$ cat config.mk
export PLATFORM = sky130hd
export DESIGN_NAME = address_unit
export DESIGN_NICKNAME = d
export VERILOG_FILES = /design/src/rtl/address_unit.sv
export SDC_FILE = /design/constraint.sdc
export NUM_CORES = 1
export LEC_CHECK = 0
export CORE_ASPECT_RATIO = 2
export CORE_UTILIZATION = 54
export CTS_CLUSTER_SIZE = 40
export DETAILED_ROUTE_END_ITERATION = 7
export GPL_ROUTABILITY_DRIVEN = 1
export HOLD_SLACK_MARGIN = 0.03
export PLACE_DENSITY = 0.86
export SKIP_LAST_GASP = 1
export SLEW_MARGIN = 40
export SYNTH_ARGS = -nofsm -noshare
export SYNTH_HDL_FRONTEND = slang
export SYNTH_SLANG_ARGS = --single-unit
$ cat constraint.sdc
create_clock -name clk -period 3.69 [get_ports clk]
set_input_delay 0.738 -clock clk [delete_from_list [all_inputs] [get_ports clk]]
set_output_delay 0.738 -clock clk [all_outputs]
set_load 0.03 [all_outputs]
$ cat src/rtl/address_unit.sv
// address_unit: PC, direct-low/high and indirect-low address registers plus the
// 16-bit memory address mux. Address registers load from the ALU result bus.
// Optional feature macro RESET_VECTOR_EN: after reset, fetch the PC from
// VECTOR_ADDR / VECTOR_ADDR+1 before normal operation (ready=0 while fetching).
module address_unit #(
  parameter logic [15:0] RESET_PC    = 16'h0000,
  parameter logic [15:0] VECTOR_ADDR = 16'hFFFC
) (
  input  logic        clk,
  input  logic        rst,
  input  logic        increment_pc,
  input  logic        pc_load,
  input  logic        indirl_load,
  input  logic        dirl_load,
  input  logic        dirh_load,
  input  logic [2:0]  address_select,
  input  logic [7:0]  alu_result,
  input  logic [7:0]  data_in,
  output logic [15:0] address,
  output logic [15:0] pc,
  output logic        ready
);

  localparam logic [2:0] SEL_PC    = 3'd0;
  localparam logic [2:0] SEL_ZERO  = 3'd1;
  localparam logic [2:0] SEL_ABS   = 3'd2;
  localparam logic [2:0] SEL_IND0  = 3'd3;
  localparam logic [2:0] SEL_IND1  = 3'd4;

  logic [7:0] dirl, dirh, indirl;
  logic       vec_lo_we, vec_hi_we;
  logic [15:0] vec_addr;

`ifdef RESET_VECTOR_EN
  // The vector overwrites the PC, so it starts from zero instead of RESET_PC.
  localparam logic [15:0] PC_RST = 16'h0000;
  logic unused_ok;
  assign unused_ok = ^RESET_PC;

  typedef enum logic [1:0] {VEC_LO, VEC_HI, RUN} vstate_e;
  vstate_e state, state_nxt;

  // Vector-fetch state register; reset always restarts the fetch.
  always_ff @(posedge clk or negedge rst) begin
    if (!rst) state <= VEC_LO;
    else      state <= state_nxt;
  end

  // Vector-fetch sequencing: low byte, high byte, then run forever.
  always_comb begin
    state_nxt = state;
    ready     = 1'b0;
    vec_lo_we = 1'b0;
    vec_hi_we = 1'b0;
    vec_addr  = VECTOR_ADDR;
    case (state)
      VEC_LO: begin
        vec_lo_we = 1'b1;
        state_nxt = VEC_HI;
      end
      VEC_HI: begin
        vec_hi_we = 1'b1;
        vec_addr  = VECTOR_ADDR + 16'd1;
        state_nxt = RUN;
      end
      RUN:     ready = 1'b1;
      default: state_nxt = VEC_LO;
    endcase
  end
`else
  localparam logic [15:0] PC_RST = RESET_PC;
  logic unused_ok;
  assign unused_ok = ^{data_in, VECTOR_ADDR};
  assign ready     = 1'b1;
  assign vec_lo_we = 1'b0;
  assign vec_hi_we = 1'b0;
  assign vec_addr  = 16'h0000;
`endif

  // Operand address registers; several loads in one cycle share alu_result.
  always_ff @(posedge clk or negedge rst) begin
    if (!rst) begin
      dirl   <= 8'h00;
      dirh   <= 8'h00;
      indirl <= 8'h00;
    end else if (ready) begin
      if (dirl_load)   dirl   <= alu_result;
      if (dirh_load)   dirh   <= alu_result;
      if (indirl_load) indirl <= alu_result;
    end
  end

  // PC: vector bytes during fetch, else jump beats increment; jump sees old dirh/dirl.
  always_ff @(posedge clk or negedge rst) begin
    if (!rst)           pc       <= PC_RST;
    else if (vec_lo_we) pc[7:0]  <= data_in;
    else if (vec_hi_we) pc[15:8] <= data_in;
    else if (ready) begin
      if (pc_load)           pc <= {dirh, dirl};
      else if (increment_pc) pc <= pc + 16'd1;
    end
  end

  // Address mux; the indirect high-byte pointer wraps inside the zero page.
  always_comb begin
    address = pc;
    case (address_select)
      SEL_PC:   address = pc;
      SEL_ZERO: address = {8'h00, dirl};
      SEL_ABS:  address = {dirh, dirl};
      SEL_IND0: address = {8'h00, indirl};
      SEL_IND1: address = {8'h00, indirl + 8'h01};
      default:  address = pc;
    endcase
    if (!ready) address = vec_addr;
  end

endmodule

==> reports/results.ini <==
[floorplanning]
initial_utilization_pct=56.0
die_h_um=96.8
die_area_sq_um=4790
coreArea_sq_um=4340
rows=34
ios=59
dieWidth_um=49.4

[setup_path]
reg2reg_slack_ns=1.82
slowest_delay_ns=0.66
rr_worst_depth=4
worst-setup-path-type=in -> out
required_ns=2.95
critPathMaxFanout=4
crit_path_top_delay_cell=clkdlybuf4s50_1
r2r_start=pc[2]$_DFFE_PN0P_
critPathLaunchType=primary input
worstPathArrival_ns=2.75
end_kind=output port
path_cells=clkdlybuf4s50_1 -> buf_4 -> nor2b_1 -> a221oi_1 -> a21oi_1 -> o32a_1 -> clkdlybuf4s50_1
timing.rr.end=pc[15]$_DFFE_PN0P_
path_common_cell=clkdlybuf4s50_1

[synth]
avgSynthCellArea_sq_um=9.91
synth-async-reset-ratio_pct=100
syn_nets=273
syn-cell-area_sq_um=2430
syn_inst=245
synthTopCellsByCount=dfrtp_1, mux2_2, nand2_1
synth-warning-count=0
synth-simple-area-share_pct=12.8
synth_top_family_by_area=multiplexers
synth-xor-area-share_pct=6.13
synth_top_area_share_pct=41.2
synth_compound_area_share_pct=16.0
synth_cell_types=37
synth_enable_flop_cells=0
synth.area.top_cells=dfrtp_1, mux2_2, a22o_1, o21ai_0, nand2_1
synthMuxAreaShare_pct=17.6
ys.flop_type=dfrtp_1
yosys_register_bits=40
seq_area_frac_synth_pct=41.2
synth_fa_ha_area_share_pct=2.27
synth_top_area_cell=dfrtp_1
yosysMostFrequentCell=dfrtp_1

[timing]
fin_crit_sh_pct=94.6
rsz0062_at_grt=false
finalSetupViolations=0
layout_setup_ws_ns=0.200
clock.fmax_mhz=287
slew_headroom_pct=65.4
slew_violations=0
finalCriticalPeriod_ns=3.49
tightest_slew_ns=0.518
setup_tns_ns=0
whs_ns=0.399
finalClockSkew_ns=0.00703
hold_violations=0

[final_layout]
finalInstanceArea_sq_um=3050
fin_nets=321
diodes=0
num-fill-cells=350
drive_gt1_share_pct=21.4
area_growth_pct=25.6

[pwr]
p_int_mw=0.881
clock_power_share_pct=26.3
p_leak_nw=1.26
power_frac_seq_pct=42.2
finalPower_mw=1.33
switching_power_mw=0.452
vdd_drop_max_v=0.000305
switching_share_pct=33.9
combPwrFrac_pct=31.5
p_per_area_nw_per_um2=437

[route]
post-route-drc-count=0
wl_per_cell_um=16.9
first_pass_iters=4
drt_iter0_drc=29
dr_total_vias=2076
viasPerCell=5.97
drtAntennaViolNets=0
finalWirelength_um=5880

[cts]
clkTransAtPathRegs_ns=0.08
clock-sinks=40
clk_path_buf_depth=2
cts_setup_buffers=0
cts_buffers=5
tritoncts=done
ctsHoldBuffers=0
clock_latency_ns=0.29
cts_root_buf=clkbuf_8
cts_resized=0
cts.htree.levels=2

[hold_path]
min_path_type=in -> async

[global_routing]
grt_start_max_net_pins=41
groute.usage.overall_pct=27.3
antenna_found_initial=0
grt_pass1_vias=2103
grt_overflow=0
grt_pass1_wl_um=9940

[place]
gp_congestion=0.878
dp_hpwl_um=4450
portBuffers=49
place_area_sq_um=2940
preCtsSetupSlack_ns=0.209

[status]
status=completed

[job]
max_cap_viol_count=0

-- worst max-delay path by stage --
stage	from	endpoint	slack, ns	cells after the start
after detailed placement	address_select[0]	address[6]	0.21	6
after CTS	address_select[0]	address[6]	0.20	6
after global routing	address_select[0]	address[6]	0.09	7
after floorplan	address_select[0]	address[2]	0.73	6
after global placement	address_select[0]	address[6]	0.22	6
final	address_select[0]	address[6]	0.20	7
-- layout make-up --
cell class / instances / area, sq um / area share, %
clock buffers: 6 / 72.6 / 2.38
multi-input cells: 182 / 1330 / 43.7
flip-flops and latches: 40 / 1000 / 32.8
repair buffers: 58 / 518 / 17.0
clock inverters: 2 / 35.0 / 1.15
well taps: 54 / 67.6 / 2.21
inverters: 6 / 22.5 / 0.738
-- cell families (layout without fill, tap and decap cells) --
kind of cell / Yosys count / count (layout)
AOI/OAI and AO/OA: 58 / 58
xor gates and xnor gates: 17 / 17
adders and majority gates: 5 / 5
buffers and inverters: 23 / 72
DFF: 40 / 40
muxes: 39 / 39
other: 1 / 1
and+or+nand+nor: 62 / 62
-- registers in the layout, indices dropped and copies added (netlist names) --
register	count
pc	16
dirl	8
dirh	8
indirl	8
-- layout by cell type, fill, tap and decap left out, types with 6 or more instances in the layout --
master and count:
nor2_1 9, mux2i_1 10, mux2_2 29, nand2_1 27, buf_4 25, inv_1 6, o21ai_0 22, dfrtp_1 40
xnor2_1 11, clkdlybuf4s50_1 33, xor2_1 6, a22o_1 16
-- power groups by stage --
stage / registers, mW / logic, mW / clock network [mW]
after floorplan: 0.593 / 0.229 / 0
after global placement: 0.568 / 0.408 / 0
after detailed placement: 0.571 / 0.417 / 0
after CTS: 0.563 / 0.421 / 0.356
after global routing: 0.573 / 0.451 / 0.370
final: 0.563 / 0.420 / 0.351
-- critical path: cells and delay by family --
kind | cells | cell delay (ns)
and+or+nand+nor | 1 | 0.19
AOI/OAI and AO/OA | 3 | 0.41
buffers and inverters | 3 | 1.41
-- per-layer routing --
| layer | track usage [%] | share of wire [%] | up-vias |
|---|---|---|---|
| li1 | - | - | 988 |
| met1 | 29.1 | 36 | 1015 |
| met2 | 50.1 | 58 | 55 |
| met3 | 3.14 | 2.4 | 18 |
| met4 | 14.7 | 3.6 | 0 |
| met5 | 0 | 0 | - |
-- stage by stage --
step / cells / util [%]
detailed placement: 340 / 67.8
floorplan: 245 / -
CTS: 348 / 70.3
global route: 348 / 70.3
finish: 348 / 70.3
global placement: 340 / 67.8
Power figures use the tool's default switching activity.
==> variant (config.mk and constraints unchanged) <==
Add a define of `RESET_VECTOR_EN`.
--- a/src/rtl/address_unit.sv
+++ b/src/rtl/address_unit.sv
@@ -4,2 +4,4 @@
 // VECTOR_ADDR / VECTOR_ADDR+1 before normal operation (ready=0 while fetching).
+`define RESET_VECTOR_EN
+
 module address_unit #(
Function: changed (a bounded check fails within 4 cycles, from zero or initial values and one cycle with rst low).
==> variant against the unedited design <==
Sequential share of layout area decreased by 4.0 points; sequential cell count increased by 2; synthesized area increased by 22%; die area increased by 21%; final area increased by 20%; wire length increased by 45%; total power increased by 7.9%; worst setup slack got worse by 58 ps; global-route usage increased by 4.8 points.
==> variant: results (changes against the unedited design) <==
[timing] minimum hold slack 421 ps [+21.1 ps]
[setup_path] number of cells traversed by the worst register-to-register path 6 [+2]
[yosys] XOR/XNOR Fraction of Synth Area 3.25% [-2.9 points]
[setup_path] largest stage delay on the critical path 690 ps [+30 ps]
[setup_path] r2r endpoint pc[13]
[timing] pin slew with the least headroom to its limit 854 ps [+336 ps]
[power_and_ir_drop] standby leakage power 1.52 nW [+21%]
[power_and_ir_drop] fraction of power consumed by the clock network 20.3% [-6.0 points]
[yosys] share of synthesized area spent on multiplexers 13.9% [-3.6 points]
[setup_path] launching point of the worst reg2reg path state[1]
[finish] number of standard cells in the final layout excluding fillers 434 [+25%]
[setup_path] worst-path fanout max 9 [+5]
[finish] number of nets in the finished design 408 [+27%]
[power_and_ir_drop] Peak VDD IR 310 uV [+1.8%]
[status] result of the run finished clean
[placement] setup slack at placement 175 ps [-33.7 ps]
[setup_path] Critical Path Source address_select[1]
[yosys] complex-gate fraction of the synthesized area 23.8% [+7.8 points]
[yosys] number of distinct library cells after synthesis 59 [+59%]
[timing] peak clock frequency supported by timing 282 MHz [-1.6%]
[timing] Layout Skew 6.18 ps [-0.848 ps]
[placement] RePlAce Congestion 0.930 [+5.9%]
[yosys] main area contributors after synthesis sky130_fd_sc_hd__dfrtp_1 (36%), sky130_fd_sc_hd__mux2_2 (9.9%), sky130_fd_sc_hd__mux2i_1 (4.1%)
[placement] Port-buffer cells 58 [+18%]
[yosys] adder and majority gate portion of the synthesized area 2.54% [+0.27 points]
[yosys] Mapped Nets 350 [+28%]
[power_and_ir_drop] combinational power 0.534 mW [+27%]
[drt] DR vias 2839 [+37%]
[global_routing] largest net degree at the start of global routing 43 [+4.9%]
[setup_path] Critical Path Sink address[7]
[global_routing] Global Route Usage Sum 32.1% [+4.8 points]
[global_routing] first-pass GRT wire length 13.4 mm [+35%]
## variant: changes by cell type after synthesis, sizes merged, moves of 6 or more
cell	change
buf	+8
a21oi	+17
nand3	+8
o31ai	+7
clkbuf	-7
a22o	-15
nand2b	+6
o21ai	-6
inv	+6
o311ai	+9
## variant: cell type report
| cell class | count | area (um^2) |
|---|---|---|
| multi-input cells | 245 | 1770 |
| clock inverters | 2 | 10.0 |
| fillers | 393 | 1540 |
| inverters | 13 | 48.8 |
| clock buffers | 5 | 68.8 |
| flip-flops and latches | 42 | 1050 |
| repair buffers | 69 | 626 |
| well taps | 58 | 72.6 |
## variant: routing by layer
layer  vias to the layer above  wire length (um)  GRT usage, %
met5                         -                 0             0
met4                         0               532          22.9
met3                        36               408          3.26
met2                       128              4540          54.4
met1                      1346              3060          34.6
li1                       1329                 -             -
